`src/rtl/dcp_tx_print.sv`:
```
// dcp_tx_print: output formatter of the debug control panel.
// Executes one print request from the DCP command FSM and returns
// completion via a four-phase req_tx/ack_tx handshake.
// A request is a raw character or a 32-bit word printed as ASCII hex.
// Optional build macro: DCP_TX_CRLF_EN (raw 0x0A is expanded to 0x0D 0x0A).
// Parameters:
//   HEX_DIGITS - low-order nibbles printed for a hex request (1..8), MSB first
//   UPPER_HEX  - 1: A-F upper case, 0: a-f lower case
// Ports:
//   clk, rstn        - clock, asynchronous active-low reset
//   req_tx, type_tx  - request level; 0 raw dout_tx[7:0], 1 hex word
//   dout_tx          - data to print, sampled only at capture
//   ack_tx           - request complete, held until req_tx is low
//   d_tx/vld_tx/rdy_tx - byte stream to the UART transmitter
//   busy             - high outside IDLE
module dcp_tx_print #(
  parameter int unsigned HEX_DIGITS = 8,
  parameter bit          UPPER_HEX  = 1'b1
) (
  input  logic        clk,
  input  logic        rstn,
  input  logic        req_tx,
  input  logic        type_tx,
  input  logic [31:0] dout_tx,
  output logic        ack_tx,
  output logic [7:0]  d_tx,
  output logic        vld_tx,
  input  logic        rdy_tx,
  output logic        busy
);

  typedef enum logic [1:0] {IDLE, SEND, DONE} state_t;

  state_t      state, state_nxt;
  logic [3:0]  cnt, cnt_nxt;
  logic        cap_type, cap_type_nxt;
  logic [31:0] cap_data, cap_data_nxt;

  logic [2:0]  nib_sel;
  logic [3:0]  nib;
  logic [7:0]  hex_chr;
  logic [7:0]  raw_chr;
  logic [3:0]  raw_cnt;

  always_ff @(posedge clk or negedge rstn) begin
    if (!rstn) begin
      state    <= IDLE;
      cnt      <= '0;
      cap_type <= 1'b0;
      cap_data <= '0;
    end else begin
      state    <= state_nxt;
      cnt      <= cnt_nxt;
      cap_type <= cap_type_nxt;
      cap_data <= cap_data_nxt;
    end
  end

  // cnt counts bytes still to send, so the current hex digit k maps to
  // nibble HEX_DIGITS-1-k = cnt-1 without a separate digit index.
  always_comb begin
    nib_sel = 3'(cnt - 4'd1);
    nib     = cap_data[{nib_sel, 2'b00} +: 4];
    if (nib < 4'd10)
      hex_chr = 8'h30 + {4'h0, nib};
    else
      hex_chr = (UPPER_HEX ? 8'h41 : 8'h61) + {4'h0, nib} - 8'd10;
  end

`ifdef DCP_TX_CRLF_EN
  always_comb begin
    raw_chr = cap_data[7:0];
    if (cap_data[7:0] == 8'h0A && cnt == 4'd2)
      raw_chr = 8'h0D;
    raw_cnt = (dout_tx[7:0] == 8'h0A) ? 4'd2 : 4'd1;
  end
`else
  always_comb begin
    raw_chr = cap_data[7:0];
    raw_cnt = 4'd1;
  end
`endif

  always_comb begin
    state_nxt    = state;
    cnt_nxt      = cnt;
    cap_type_nxt = cap_type;
    cap_data_nxt = cap_data;
    vld_tx       = 1'b0;
    ack_tx       = 1'b0;
    busy         = 1'b1;
    d_tx         = '0;
    case (state)
      IDLE: begin
        busy = 1'b0;
        if (req_tx) begin
          cap_type_nxt = type_tx;
          cap_data_nxt = dout_tx;
          cnt_nxt      = type_tx ? 4'(HEX_DIGITS) : raw_cnt;
          state_nxt    = SEND;
        end
      end
      SEND: begin
        vld_tx = 1'b1;
        d_tx   = cap_type ? hex_chr : raw_chr;
        if (rdy_tx) begin
          if (cnt == 4'd1) begin
            cnt_nxt   = '0;
            state_nxt = DONE;
          end else begin
            cnt_nxt = cnt - 4'd1;
          end
        end
      end
      DONE: begin
        ack_tx = 1'b1;
        if (!req_tx)
          state_nxt = IDLE;
      end
      default: state_nxt = IDLE;
    endcase
  end

endmodule

```
`config.mk`:
```
export PLATFORM = sky130hd
export DESIGN_NAME = dcp_tx_print
export DESIGN_NICKNAME = d
export VERILOG_FILES = /design/src/rtl/dcp_tx_print.sv
export SDC_FILE = /design/constraint.sdc
export NUM_CORES = 1
export LEC_CHECK = 0
export ABC_AREA = 0
export ABC_CLOCK_PERIOD_IN_PS = 4790
export CAP_MARGIN = 20
export CORE_MARGIN = 1.5
export CORE_UTILIZATION = 49
export DETAILED_ROUTE_END_ITERATION = 16
export PLACE_DENSITY = 0.84
export SYNTH_ARGS = -nofsm -noshare
export SYNTH_HDL_FRONTEND = slang
export SYNTH_SLANG_ARGS = --single-unit
```
`constraint.sdc`:
```
create_clock -name clk -period 4.79 [get_ports clk]
set_clock_uncertainty 0.2 [all_clocks]
set_input_delay 0.958 -clock clk [delete_from_list [all_inputs] [get_ports clk]]
set_output_delay 0.958 -clock clk [all_outputs]
set_load 0.005 [all_outputs]
```
# After elaboration in Yosys (flattened, before gate mapping)
# Cells that the tools add are included.
[word_totals] register_bits=39 input_bits=37 out_inout_bits=11 word_cells=38
[classes] n_addsub=4 order_cmp=1 eq_ne=7 shifts=1 mux=16 reduce_logical=5
[op_table] op="$shiftx 32x6->4" count=1
[op_table] op="$mux 8" count=3
[op_table] op="$mux 4" count=4
[op_table] op="$add 7x4->8 const A" count=1
[op_table] op="$mux 2" count=4
[op_table] op="$ne 2x2->1 const B" count=4
[op_table] op="$pmux 4 s2" count=1
[op_table] op="$sub 8x4->8 const B" count=1
[op_table] op="$add 6x4->7 const A" count=1
[op_table] op="$pmux 2 s3" count=1
[op_table] op="$eq 4x1->1 const B" count=1
[op_table] op="$lt 4x4->1 const B" count=1
[op_table] op="$reduce_and 4->1" count=1
[op_table] op="$sub 4x1->4 const B" count=1
[op_table] op="$mux 1" count=3
[op_table] op="$reduce_and 3->1" count=1
[op_table] op="$eq 2x1->1 const B" count=1
[op_table] op="$eq 2x2->1 const B" count=1
[op_table] op="$logic_not 2->1" count=1
[op_table] op="$reduce_and 2->1" count=1
[op_table] op="$reduce_bool 2->1" count=1

# Depth between registers and ports, before layout
[logic_depth] ltp_word=7 ltp_mapped=12

# Worst setup path before layout
# No wires, ideal clock.
[synth_path] kind="reg-to-output" from="register cnt[0]" to="output d_tx[1]" t_arrival_ns=2.694 required_ns=3.632 slack_ns=0.938 path_stages_with_launch=12 path_buffers=3 path_cell_list="dfrtp_1 > buf_2 > buf_4 > inv_1 > ha_1 > xor2_2 > a2111oi_1 > or4b_1 > buf_6 > ha_1 > a22o_1 > a21oi_1"
[synth_via] elab_chain_cells=7
[synth_rtl] item="start: declaration" line_no="35" source="logic [3:0] cnt, cnt_nxt;"
[synth_rtl] item="start signal: assignment" line_no="53" source="cnt <= cnt_nxt;"
[synth_rtl] item="$sub 4x1->4 (*)"
[synth_rtl] item="$shiftx 32x6->4 (*)" line_no="63" source="nib = cap_data[{nib_sel, 2'b00} +: 4];"
[synth_rtl] item="$add 7x4->8" line_no="67" source="hex_chr = (UPPER_HEX ? 8'h41 : 8'h61) + {4'h0, nib} - 8'd10;"
[synth_rtl] item="$sub 8x4->8" line_no="67"
[synth_rtl] item="$mux 8 (*)" line_no="64" source="if (nib < 4'd10)"
[synth_rtl] item="$mux 8 (*)" line_no="105" source="d_tx = cap_type ? hex_chr : raw_chr;"
[synth_rtl] item="$mux 8 (*)" line_no="93" source="case (state)"
[synth_rtl] item="end: declaration" line_no="26" source="output logic [7:0] d_tx,"
# Mark *: on every way between the ends. The rest lies on a longest branch, timed or not.

# Worst setup path in the final report
[layout_path] from="register cnt[1]" to="output d_tx[1]"
# The elaborated chain is that of the path after synthesis.

==> run summary <==
Clock-pin slew was measured on the worst setup and hold paths at about 0.070 ns. Power spread over the standard cell area amounts to around 800 nW/µm². The arrival time of the worst setup path is between 3 and 4 ns. The worst hold path belongs to the class register to register. For this block, the initial DRC count from the detailed router was 83. The final hold violation count came out at 0. The global routing usage summed across all routing layers came out at around 22%. In the routed design, unresolved DRC markers number 0.

The worst-margin pin slew is just over 0.9 ns. In the final routed layout, each cell accounts on average for 17.4 µm. The die area came out at 4550 µm². The share of flip-flops with an asynchronous set or reset after synthesis came out at between 90% and 100%.

The layout cell share with drive strength beyond 1 is between 20% and 30%. The total of warnings raised by yosys is 0. For the worst setup path, the data required time is between 3 and 4 ns. The commonest register cell after synthesis is sky130_fd_sc_hd__dfrtp_1. STA classifies the critical path endpoint as an output pin.

The per-cell via count in the routed design is between 5 and 6. The CTS tree is built. The initial standard-cell utilization of the core came out at around half.

Setup violations remaining at the end of the flow were counted as 0. The most numerous cell in the Yosys netlist is sky130_fd_sc_hd__dfrtp_1. Headroom to the max-slew limit came out at 38.2%. The run finished with clean final reports. The clock latency at the later pin of the worst-skew pair came out at 0.29 ns.

Buffers inserted to repair hold after CTS numbered 0. The post-synthesis area per instance is around 13 µm². The total congestion overflow after global routing is 0. The initial antenna violation count is 0. The number of global-route vias before repair is 1557. The total iterations of the first detailed-routing run came out at 4. The post-CTS setup buffer count is 0. The peak fanout along the critical path came out at 9. The total wire length after detailed routing came out at 4520 µm. The leakage dissipation came out at roughly 1.1 nW. Yosys mapped a number of flops with a built-in enable equal to 0. The maximum buffer depth of the clock tree came out at 2. The number of sinks handled by clock tree synthesis is 39. The remaining antenna violation count after routing is 0.

The number of max-capacitance violations reported came out at 0. The final period demand of the worst path is around 4.7 ns. The area of the core came out at 4000 µm². The synthesis-stage register bit count came out at 39. In the post-synthesis netlist, the biggest area contributors are sky130_fd_sc_hd__dfrtp_1 (48%), sky130_fd_sc_hd__mux2_2 (19%), sky130_fd_sc_hd__mux4_1 (5.2%).

The HPWL after detailed placement is 3380 µm. The total I/O pin count came out at between 40 and 50. The height of the die is ~67 µm. The post-route standard cell area excluding fillers is 2630 µm².

The number of max-slew violations in the final report was 0. For this block, the via count after detailed routing is between 1k and 1.5k. The number of buffers created by CTS came out at 5. The area fraction of the dominant cell type after synthesis came out at ~48%. The post-synthesis cell type count is 39. The floorplan has 23 rows. The area overhead of the layout relative to synthesis is 29.2%.

After layout, the design draws a total of 2.06 mW. The largest net degree at the start of global routing came out at 40. The final layout contains about 250 nets. The worst setup path is of the register to output pin kind. The repair_antennas step left the layout with diodes totalling 0. The die span in x came out at 67.4 µm.

After synthesis the cells add up to a little over 2000 µm². The number of H-tree branching levels came out at 2. Once placement finished, the instance area stood at ~2500 µm².

Clock tree synthesis selected as its root buffer the cell sky130_fd_sc_hd__clkbuf_8. Of all cell types, the one taking the most synthesized area is sky130_fd_sc_hd__dfrtp_1. The sequential-to-total area share from yosys stat is 48.0%. After synthesis, the most frequently instantiated cells are sky130_fd_sc_hd__dfrtp_1 (39), sky130_fd_sc_hd__mux2_2 (35), sky130_fd_sc_hd__a21oi_1 (7).

The placer congestion estimate is a little under 0.8. Static timing analysis puts the maximum clock frequency at 0.215 GHz. The number of instances resized during post-cts repair came out at 0. The worst vdd rail ir drop came out at about 0.47 mV. The count of mapped cells out of synthesis came out at approximately 160. The worst path uses 97.2% of the clock period. The wire length of the first global-routing pass is between 7000 and 8000 µm.

STA classifies the critical path startpoint as a register. The net count after synthesis came out at 199. The port buffer count came out at 47.
[report_power, final]
part | internal, mW | switching, mW
sequential | 0.493 | 0.117
combinational | 0.672 | 0.563
clock | 0.102 | 0.111
total | 1.27 | 0.791
[kinds of logic (layout without fill, tap and decap cells)]
logic type / Yosys count / in the layout / share of synthesized area (%)
compound gates: 28 / 28 / 9.53
xor+xnor: 2 / 2 / 1.23
fa+ha+maj: 3 / 3 / 1.85
buf+inv: 13 / 63 / 3.26
flops: 39 / 39 / 48.0
mux: 45 / 45 / 28.7
simple gates: 29 / 29 / 7.44
[through the flow]
step | worst slack, ns | instances | setup TNS, ns | hold WS (ns) | util (%)
3_3_place_gp | 0.596 | 251 | 0 | 0.237 | 63.4
2_1_floorplan | 0.938 | 159 | 0 | 0.222 | -
5_1_grt | -0.00943 | 259 | -0.0129 | 0.304 | 65.7
3_5_place_dp | 0.457 | 251 | 0 | 0.262 | 63.4
4_1_cts | 0.109 | 259 | 0 | 0.277 | 65.4
6_report | 0.135 | 259 | 0 | 0.278 | 65.7
[sequential cells by signal (all words and copies together) (netlist names)]
name,cells
state,2
cap_type,1
cnt,4
cap_data,32
[layer usage]
| layer | global-route usage [%] | share of wire, % | vias up | routed length [µm] |
|---|---|---|---|---|
| met5 | 0 | 0 | - | 0 |
| met2 | 38.6 | 54 | 37 | 2430 |
| met1 | 25.8 | 40 | 739 | 1800 |
| met4 | 9.69 | 2.0 | 0 | 90 |
| li1 | - | - | 683 | - |
| met3 | 5.67 | 4.3 | 11 | 194 |
[path summary, 6_finish.rpt]
| kind | slack, ns | to | from | cells after the start |
|---|---|---|---|---|
| max | 0.14 | d_tx[1] | cnt[1] | 9 |
| min | 0.28 | state[0] | state[1] | 1 |
| max reg2reg | 2.21 | cap_data[8] | state[0] | 4 |
| min reg2reg | 0.28 | state[0] | state[1] | 1 |
| max in group asynchronous | 3.27 | cap_type | rstn | 1 |
| min in group asynchronous | 0.57 | cap_data[31] | rstn | 1 |
[layout make-up]
| type | count | area [µm²] |
|---|---|---|
| Fill cell | 286 | 1370 |
| Multi-Input combinational cell | 107 | 1010 |
| Sequential cell | 39 | 976 |
| Timing Repair Buffer | 49 | 480 |
| Clock buffer | 7 | 76.3 |
| Tap cell | 50 | 62.6 |
| Inverter | 6 | 22.5 |
| Clock inverter | 1 | 5.00 |
[cell usage in the layout (no fill, tap or decap), drive strengths merged, types with 2 or more instances in the layout]
master / n
nand2: 6
a2111oi: 2
clkbuf: 7
ha: 3
mux2i: 4
dfrtp: 39
mux2: 35
buf: 3
nor2: 6
a22o: 2
mux4: 6
clkdlybuf4s50: 46
a21oi: 7
nand2b: 3
xor2: 2
inv: 6
nor3: 2
o21ai: 9
nor2b: 3
nand3: 3
[critical path: stages, from the launching register on]
cell	delay, ns
sky130_fd_sc_hd__dfrtp_1	0.38
sky130_fd_sc_hd__inv_1	0.10
sky130_fd_sc_hd__ha_1	0.31
sky130_fd_sc_hd__xor2_4	0.31
sky130_fd_sc_hd__a2111oi_1	0.10
sky130_fd_sc_hd__or4b_1	0.70
sky130_fd_sc_hd__ha_1	0.35
sky130_fd_sc_hd__a22o_1	0.20
sky130_fd_sc_hd__a21oi_1	0.21
sky130_fd_sc_hd__clkdlybuf4s50_1	0.54
Note: power is estimated with default switching activity, not from simulation.
